### src/rtl/matrix_run_ctrl_pkg.sv
// Shared types and helpers for the oscillator-matrix run sequencer.
package matrix_run_ctrl_pkg;

  // Sequencer states; the encoding is fixed so waveforms stay readable.
  typedef enum logic [2:0] {
    MRC_IDLE   = 3'd0,
    MRC_RESET  = 3'd1,
    MRC_RUN    = 3'd2,
    MRC_SAMPLE = 3'd3,
    MRC_DONE   = 3'd4
  } mrc_state_e;

  localparam int unsigned TIMER_W = 32;

  // Timer reload for the anneal phase: a zero-length request still spends
  // one cycle in RUN, so 0 and 1 both load a terminal count of 0.
  function automatic logic [TIMER_W-1:0] run_load(input logic [TIMER_W-1:0] r);
    logic [TIMER_W-1:0] v;
    if (r == 32'd0) begin
      v = 32'd0;
    end else begin
      v = r - 32'd1;
    end
    return v;
  endfunction

endpackage

### src/rtl/matrix_run_ctrl_bit_sync.sv
// Two-flop synchronizer for one asynchronous oscillator output.
module bit_sync (
  input  logic clk,
  input  logic rst_n,
  input  logic d_i,
  output logic q_o
);

  logic ff1_q;
  logic ff2_q;

  // Two back-to-back flops to let metastability settle before use.
  always_ff @(posedge clk or negedge rst_n) begin
    if (!rst_n) begin
      ff1_q <= 1'b0;
      ff2_q <= 1'b0;
    end else begin
      ff1_q <= d_i;
      ff2_q <= ff1_q;
    end
  end

  assign q_o = ff2_q;

endmodule

### src/rtl/matrix_run_ctrl.sv
// Run sequencer and spin readout for the coupled-oscillator matrix:
// reset -> anneal -> phase sampling -> spin vector, with abort.
module matrix_run_ctrl
  import matrix_run_ctrl_pkg::*;
#(
  parameter int N           = 8,
  parameter int RST_CYCLES  = 16,
  parameter int SAMPLE_LOG2 = 8
) (
  input  logic          clk,
  input  logic          axi_rstn,
  input  logic          start,
  input  logic          abort,
  input  logic [31:0]   run_cycles,
  input  logic [N-1:0]  bot_row,
  output logic          ising_rstn,
  output logic          busy,
  output logic          done,
  output logic [N-1:0]  spins,
  output logic          wr_block
);

  localparam int CNT_W = SAMPLE_LOG2 + 1;
  localparam logic [TIMER_W-1:0] RST_LAST    = TIMER_W'(RST_CYCLES - 1);
  localparam logic [TIMER_W-1:0] SAMPLE_LAST = TIMER_W'((2 ** SAMPLE_LOG2) - 1);
  // Inclusive majority threshold: exactly half agreement resolves to 1.
  localparam logic [CNT_W-1:0]   THRESH      = CNT_W'(2 ** (SAMPLE_LOG2 - 1));

  mrc_state_e           state_q, state_d;
  logic [TIMER_W-1:0]   timer_q, timer_d;
  logic [31:0]          run_q, run_d;
  logic [N-1:0]         spins_q, spins_d;
  logic                 rstn_q, rstn_d;
  logic                 busy_q, busy_d;
  logic                 done_q, done_d;
  logic                 sample_clr_s;
  logic                 sample_last_s;
  logic                 timer_zero_s;
  logic [N-1:0]         s_sync;
  logic [N-1:0]         spin_new_s;

  assign timer_zero_s = (timer_q == 32'd0);

  // Next-state, timer reload and phase strobes; abort overrides everything.
  always_comb begin
    state_d       = state_q;
    timer_d       = timer_q;
    run_d         = run_q;
    sample_clr_s  = 1'b0;
    sample_last_s = 1'b0;
    if (abort) begin
      state_d = MRC_IDLE;
      timer_d = 32'd0;
    end else begin
      case (state_q)
        MRC_IDLE, MRC_DONE: begin
          if (start) begin
            state_d = MRC_RESET;
            run_d   = run_cycles;
            timer_d = RST_LAST;
          end else begin
            state_d = state_q;
          end
        end
        MRC_RESET: begin
          if (timer_zero_s) begin
            state_d = MRC_RUN;
            timer_d = run_load(run_q);
          end else begin
            timer_d = timer_q - 32'd1;
          end
        end
        MRC_RUN: begin
          if (timer_zero_s) begin
            state_d      = MRC_SAMPLE;
            timer_d      = SAMPLE_LAST;
            sample_clr_s = 1'b1;
          end else begin
            timer_d = timer_q - 32'd1;
          end
        end
        MRC_SAMPLE: begin
          if (timer_zero_s) begin
            state_d       = MRC_DONE;
            timer_d       = 32'd0;
            sample_last_s = 1'b1;
          end else begin
            timer_d = timer_q - 32'd1;
          end
        end
        default: begin
          state_d = MRC_IDLE;
          timer_d = 32'd0;
        end
      endcase
    end
  end

  // Outputs are decoded from the next state so they register in step with it.
  always_comb begin
    rstn_d  = (state_d == MRC_RUN) || (state_d == MRC_SAMPLE);
    busy_d  = (state_d == MRC_RESET) || (state_d == MRC_RUN) ||
              (state_d == MRC_SAMPLE);
    done_d  = (state_d == MRC_DONE);
    if (sample_last_s) begin
      spins_d = spin_new_s;
    end else begin
      spins_d = spins_q;
    end
  end

  // Sequencer state, timer and registered outputs.
  always_ff @(posedge clk or negedge axi_rstn) begin
    if (!axi_rstn) begin
      state_q <= MRC_IDLE;
      timer_q <= 32'd0;
      run_q   <= 32'd0;
      spins_q <= '0;
      rstn_q  <= 1'b0;
      busy_q  <= 1'b0;
      done_q  <= 1'b0;
    end else begin
      state_q <= state_d;
      timer_q <= timer_d;
      run_q   <= run_d;
      spins_q <= spins_d;
      rstn_q  <= rstn_d;
      busy_q  <= busy_d;
      done_q  <= done_d;
    end
  end

  // Per-oscillator synchronizer, agreement counter and majority decision.
  for (genvar gi = 0; gi < N; gi++) begin : g_bit
    logic [CNT_W-1:0] agree_q;
    logic [CNT_W-1:0] agree_inc_s;
    logic             match_s;

    bit_sync u_sync (
      .clk   (clk),
      .rst_n (axi_rstn),
      .d_i   (bot_row[gi]),
      .q_o   (s_sync[gi])
    );

    assign match_s     = (s_sync[gi] == s_sync[0]);
    // Includes the current cycle so the final SAMPLE cycle counts at exit.
    assign agree_inc_s = agree_q + {{(CNT_W-1){1'b0}}, match_s};
    assign spin_new_s[gi] = (agree_inc_s >= THRESH);

    // Count cycles in phase with oscillator 0; zeroed on SAMPLE entry.
    always_ff @(posedge clk or negedge axi_rstn) begin
      if (!axi_rstn) begin
        agree_q <= '0;
      end else if (sample_clr_s) begin
        agree_q <= '0;
      end else if (state_q == MRC_SAMPLE) begin
        agree_q <= agree_inc_s;
      end
    end
  end

  assign ising_rstn = rstn_q;
  assign busy       = busy_q;
  assign done       = done_q;
  assign wr_block   = busy_q;
  assign spins      = spins_q;

endmodule

### config.mk
export PLATFORM = sky130hd
export DESIGN_NAME = matrix_run_ctrl
export DESIGN_NICKNAME = d
export VERILOG_FILES = /design/src/rtl/matrix_run_ctrl_pkg.sv /design/src/rtl/matrix_run_ctrl_bit_sync.sv /design/src/rtl/matrix_run_ctrl.sv
export SDC_FILE = /design/constraint.sdc
export NUM_CORES = 1
export LEC_CHECK = 0
export ABC_CLOCK_PERIOD_IN_PS = 4360
export BUFFER_PORTS_ARGS = -buffer_cell sky130_fd_sc_hd__buf_2
export CORE_AREA = 2 2 142 144
export DETAILED_ROUTE_END_ITERATION = 8
export DIE_AREA = 0 0 144 146
export PLACE_DENSITY_LB_ADDON = 0.15
export SYNTH_ARGS = -nofsm -noshare
export SYNTH_HDL_FRONTEND = slang
export SYNTH_SLANG_ARGS = --single-unit
### constraint.sdc
create_clock -name clk -period 4.36 [get_ports clk]
set_input_delay 0.218 -clock clk [delete_from_list [all_inputs] [get_ports clk]]
set_output_delay 0.218 -clock clk [all_outputs]
set_load 0.02 [all_outputs]
==> flow_summary.ini, run 1 <==
[status]
status = finished clean

[clock_tree]
ctsHtreeMaxLevel = 4
cts-root-buf = clkbuf_16
clock_latency_ns = 0.43
postCtsSetupBuffers = 0
cts_tree = done
numCtsBuffers = 17
cts.clk_slew.worst_paths_ns = 0.07
clockBufferDepth = 2
hold_buffers = 10
clock-sinks = 166
cts-resized-gates = 0

[logic_synthesis]
netlist_area_mm2 = 0.00868
netlist.area_leader.share_pct = 47.8
async_reset_ff_share_pct = 100
yosys_warnings = 0
synth_edf_count = 0
synth_xor_area_share_pct = 8.98
synthAdderAreaFrac_pct = 2.74
synthCells = 899
synthTopCellsByCount = dfrtp_1, nor2_1, nand2_1
synthMuxAreaShare_pct = 4.02
synth_area_leaders = dfrtp_1, xor2_1, xnor2_1
ys_types = 58
synthSimpleGateAreaFrac_pct = 22.1
seq_area_frac_synth_pct = 47.8
ys.flop_type = dfrtp_1
synth_top_family_by_area = simple AND/OR/NAND/NOR gates
yosysMostFrequentCell = dfrtp_1
ys_seq_elements = 166
synth_compound_area_share_pct = 11.5
synth_fp_nets = 962
synth_area_per_cell_um2 = 9.66
yosysTopAreaCell = dfrtp_1

[setup_path]
cp_max_fo = 17
worstPathArrival_ns = 3.59
required_ns = 4.70
critPathKind = reg -> reg
reg2reg_slack_ns = 1.11
cp-start-kind = register
ff2ff_path_depth = 6
rr_endpoint = timer_q[23]$_DFFE_PN0P_
reg2reg_from = timer_q[4]$_DFFE_PN0P_
cp-end-kind = register

[floorplanning]
die_height_um = 146
std_cell_rows = 51
die-area_mm2 = 0.0210
pin_count = 56
die_w_um = 144
start_util_pct = 44.9
core_mm2 = 0.0193

[placement]
place_area_mm2 = 0.00920
hpwl_mm = 12.9
routabilityCongestion = 0.837
pre_cts_slack_ns = 1.20
place_inst = 1185
port_buffers = 55

[timing]
final-hold-violation-count = 0
whs_ns = 0.0140
max-slew-margin-rel_pct = 28.9
tns_ns = 0
worstMarginPinSlew_ns = 1.06
fin_crit_ns = 3.25
clock.fmax_ghz = 0.308
setup_slack_ns = 1.11
fin_skew_ns = 0.0131
grt_setup_unrepaired = no
slew_viol_final = 0
finalSetupViolCount = 0
post-route-period-util_pct = 74.5

[drt]
drt_first_iter_violations = 501
avgRoutedWirePerCell_um = 15.7
vias = 6725
ant_nets = 0
routed_wl_mm = 19.3
drcViolationCount = 0
routed_via_density = 5.49
dr.pass1.iters = 6

[power]
ir_drop_v = 0.000306
p_leak_uw = 0.00403
powerDensity_mw_per_mm2 = 673

[layout]
drive_above_1_share_pct = 14.6
antenna_cells = 0
syn_to_final_growth_pct = 13.9
final_area_mm2 = 0.00989
finalNonFillerCells = 1225
nets = 1012

[min_path]
min_path_cells = 2
hp-class = in -> reg
min_from = run_cycles[3]
holdPathEnd = run_q[3]$_DFFE_PN0P_

[grt]
antenna_found_initial = 0
grt_max_degree = 98
gr-total-overflow = 0
grt_pass1_vias = 6475
grt_usage_pct = 19.2
grt_first_pass_wirelength_mm = 32.3

[job]
maxCapViolCount = 0
[worst max-delay path, cell delays in order, from the launching register on]
cell and delay (ns):
dfrtp_1 0.44, or4_4 0.58, nor4_2 0.48, and4_1 0.43, nand4_1 0.72, a21o_1 0.41, o211ai_1 0.09
[cell usage in the layout, fill, tap and decap left out, types with 10 or more instances in the layout]
master         instances
a21oi_1               18
nand3_1               25
clkbuf_16             17
o22ai_1               17
nor2_1                95
o211ai_1              10
mux2_2                31
inv_1                 14
and3_1                21
dlygate4sd3_1         10
nor4_1                20
o21ai_0               60
nand2_1               92
buf_2                 54
nand4_1               31
dfrtp_1              166
buf_4                 11
or3_1                 13
nor3_1                28
xnor2_1               44
ha_1                  19
xor2_1                45
[final cells by class]
type	instances	area, µm²
clock buffers	20	447
clock inverters	10	145
fillers	1799	9440
inverters	14	52.6
multi-input cells	674	4300
flip-flops and latches	166	4150
well taps	265	332
repair buffers	76	464
[flip-flops by register name (all words and copies together), names as in the netlist]
signal,count
timer_q,32
busy,1
run_q,32
state_q,3
done,1
g_bit.u_sync.ff1_q,8
g_bit.u_sync.q_o,8
g_bit.agree_q,72
ising_rstn,1
spins,8
[power breakdown]
| part | total [µW] | leakage (µW) | switching [µW] | internal, µW |
|---|---|---|---|---|
| clock | 1550 | 0.000283 | 630 | 916 |
| combinational | 2490 | 0.00185 | 1430 | 1060 |
| sequential | 2620 | 0.00190 | 564 | 2060 |
[how the worst max path moves through the flow]
stage | from | cells past startpoint | slack (ns) | end
2_1_floorplan | timer_q[2]$_DFFE_PN0P_ | 8 | 1.76 | spins[2]$_DFFE_PN0P_
3_3_place_gp | timer_q[5]$_DFFE_PN0P_ | 6 | 1.26 | timer_q[28]$_DFFE_PN0P_
3_5_place_dp | timer_q[4]$_DFFE_PN0P_ | 6 | 1.20 | timer_q[23]$_DFFE_PN0P_
4_1_cts | timer_q[5]$_DFFE_PN0P_ | 6 | 1.17 | timer_q[23]$_DFFE_PN0P_
5_1_grt | timer_q[5]$_DFFE_PN0P_ | 5 | 0.91 | timer_q[31]$_DFFE_PN0P_
6_report | timer_q[4]$_DFFE_PN0P_ | 6 | 1.11 | timer_q[23]$_DFFE_PN0P_
[stage by stage]
stage               power (µW)  util (%)
floorplan                 4450         -
global placement          5070      47.6
detailed placement        5090      47.6
CTS                       6680      51.2
global route              7160      51.2
finish                    6660      51.2
[kinds of logic after synthesis]
| family | after synthesis |
|---|---|
| mux | 31 |
| fa+ha+maj | 19 |
| xor+xnor | 89 |
| compound gates | 158 |
| flops | 166 |
| buf+inv | 59 |
| simple gates | 377 |
[per-layer routing]
metal | vias up | track usage (%) | wire length, µm
li1 | 3332 | - | -
met1 | 3220 | 26.0 | 8980
met2 | 147 | 31.1 | 9220
met3 | 26 | 3.59 | 736
met4 | 0 | 5.88 | 312
met5 | - | 0 | 0
(Power assumes the default switching activity.)
==> run 2: changes to the inputs <==
ABC_AREA = 1   (was unset)
ABC_CLOCK_PERIOD_IN_PS = 2750   (was 4360)
CORE_AREA = 2 2 150 152   (was 2 2 142 144)
DIE_AREA = 0 0 152 154   (was 0 0 144 146)
clock period = 2.75 ns   (was 4.36 ns; I/O delays follow)
==> flow_summary.ini, run 2 <==
[clock_tree]
hold_buffers = 41
cts.clk_slew.worst_paths_ns = 0.07
clock_latency_ns = 0.43
ctsHtreeMaxLevel = 4
cts-resized-gates = 0
numCtsBuffers = 17
clock-sinks = 166
clockBufferDepth = 2
postCtsSetupBuffers = 0
cts-root-buf = clkbuf_16
cts_tree = done

[drt]
routed_wl_mm = 22.4
dr.pass1.iters = 5
routed_via_density = 4.98
avgRoutedWirePerCell_um = 13.5
drt_first_iter_violations = 642
ant_nets = 0
vias = 8242
drcViolationCount = 0

[logic_synthesis]
ys_types = 42
netlist.area_leader.share_pct = 43.1
synthCells = 1265
synth_edf_count = 0
synthTopCellsByCount = nand2_1, dfrtp_1, inv_1
yosysTopAreaCell = dfrtp_1
yosysMostFrequentCell = nand2_1
seq_area_frac_synth_pct = 43.1
ys.flop_type = dfrtp_1
synth_fp_nets = 1328
async_reset_ff_share_pct = 100
yosys_warnings = 0
netlist_area_mm2 = 0.00963
ys_seq_elements = 166
synth_area_per_cell_um2 = 7.61
synth_area_leaders = dfrtp_1, nand2_1, nand3_1

[setup_path]
critPathKind = reg -> reg
ff2ff_path_depth = 9
cp-start-kind = register
startpoint = g_bit[0].u_sync.q_o$_DFF_PN0_
critPathSlowestCell = dfrtp_1
cp_max_fo = 7
worstPathArrival_ns = 2.57
reg2reg_from = g_bit[0].u_sync.q_o$_DFF_PN0_
crit_chain = xnor2_1 > ha_1 > ha_1 > inv_1 > nor3_1 > nand3_1 > xor2_1 > nand3_1 > o21a_1
max_stage_delay_ns = 0.56
cp-end-kind = register
required_ns = 3.07

[timing]
post-route-period-util_pct = 81.9
final-hold-violation-count = 0
tns_ns = 0
clock.fmax_ghz = 0.444
setup_slack_ns = 0.498
slew_viol_final = 0
grt_setup_unrepaired = no
max-slew-margin-rel_pct = 49.0
fin_crit_ns = 2.25
finalSetupViolCount = 0
fin_skew_ns = 0.0131
worstMarginPinSlew_ns = 0.764

[power]
ir_drop_v = 0.000676
p_leak_uw = 0.00575
p_comb_share_pct = 47.7
seq_power_share_pct = 32.4
p_switching_uw = 5410
swShare_pct = 45.9
total_power_uw = 11800
powerDensity_mw_per_mm2 = 1050
pwr-share-clk_pct = 19.8
internal-power_uw = 6390

[grt]
grt_max_degree = 78
grt_pass1_vias = 7763
grt_usage_pct = 19.8
grt_first_pass_wirelength_mm = 38.0
antenna_found_initial = 0
gr-total-overflow = 0

[job]
maxCapViolCount = 0

[floorplanning]
die_height_um = 154
die_w_um = 152
std_cell_rows = 54
die-area_mm2 = 0.0234
pin_count = 56
core_mm2 = 0.0217
start_util_pct = 44.4

[layout]
antenna_cells = 0
reg.largest.list = g_bit.agree_q: 72 flops, run_q: 32 flops, timer_q: 32 flops
largest_reg_flops = 72
nets = 1427
largest_register = g_bit.agree_q
final_cell_mix = nand2_1, dfrtp_1, inv_1
syn_to_final_growth_pct = 16.8
drive_above_1_share_pct = 11.5
final_common_cell = nand2_1
final_area_mm2 = 0.0112

[placement]
routabilityCongestion = 0.881
port_buffers = 55
place_area_mm2 = 0.0103
pre_cts_slack_ns = 0.490
hpwl_mm = 15.8

[min_path]
min_from = start
min_path_cells = 4
hp-class = in -> reg

[status]
status = finished clean
## run 2: cell count changes after synthesis, moves of 18 or more
cell     change
a21oi_1     +19
nand3_1    +106
and3_1      -21
nand2_1    +227
xnor2_1     -29
nor2_1      +52
inv_1      +137
mux2_2      -19
nor4_1      -18
## run 2: power groups by stage
stage / clock [µW] / sequential [µW] / combinational [µW]
floorplan: 0 / 3700 / 4310
global placement: 0 / 3830 / 5490
detailed placement: 0 / 3860 / 5510
CTS: 2410 / 3820 / 5610
global route: 2500 / 3940 / 6350
finish: 2340 / 3830 / 5630
## run 2: worst paths after layout
check / end / slack (ns)
min in group asynchronous: timer_q[29]$_DFFE_PN0P_ / 0.31
hold / removal: done$_DFF_PN0_ / 0.08
setup reg to reg: spins[6]$_DFFE_PN0P_ / 0.50
max in group asynchronous: g_bit[5].agree_q[0]$_DFFE_PN0P_ / 1.61
hold reg to reg: g_bit[3].u_sync.q_o$_DFF_PN0_ / 0.35
setup / recovery: spins[6]$_DFFE_PN0P_ / 0.50
## run 2: cell families (layout without fill, tap and decap cells)
kind of cell | count (synthesis) | count (layout) | synth area share, %
simple gates | 680 | 680 | 30.9
flops | 166 | 166 | 43.1
mux | 12 | 12 | 1.40
fa+ha+maj | 19 | 19 | 2.47
compound gates | 129 | 129 | 7.72
buf+inv | 189 | 299 | 7.95
xor+xnor | 70 | 70 | 6.37
## run 2: per-stage QoR
| stage | std cells | util (%) | hold slack (ns) |
|---|---|---|---|
| 6_report | 1655 | 51.8 | 0.0778 |
| 5_1_grt | 1655 | 51.8 | 0.101 |
| 4_1_cts | 1655 | 51.8 | 0.0526 |
| 3_5_place_dp | 1584 | 47.3 | 0.245 |
| 3_3_place_gp | 1584 | 47.3 | 0.245 |
| 2_1_floorplan | 1265 | - | -0.158 |
## run 2: final cells by class
| class | instances | area [µm²] |
|---|---|---|
| Sequential cell | 166 | 4150 |
| Clock buffer | 17 | 425 |
| Fill cell | 2076 | 10400 |
| Multi-Input combinational cell | 910 | 4720 |
| Timing Repair Buffer | 114 | 865 |
| Inverter | 155 | 582 |
| Tap cell | 280 | 350 |
| Clock inverter | 13 | 141 |
## run 2: layer usage
layer | vias up | share of wire [%] | track usage, %
li1 | 4252 | - | -
met4 | 0 | 1.3 | 5.38
met1 | 3786 | 52 | 29.5
met3 | 18 | 4.1 | 2.82
met2 | 186 | 43 | 30.2
met5 | - | 0 | 0
## run 2: critical path, delay by kind of cell, from the launching register on
kind / cells / cell delay, ns
xor+xnor: 2 / 0.37
flops: 1 / 0.56
simple gates: 3 / 0.61
compound gates: 1 / 0.13
buf+inv: 1 / 0.06
fa+ha+maj: 2 / 0.42
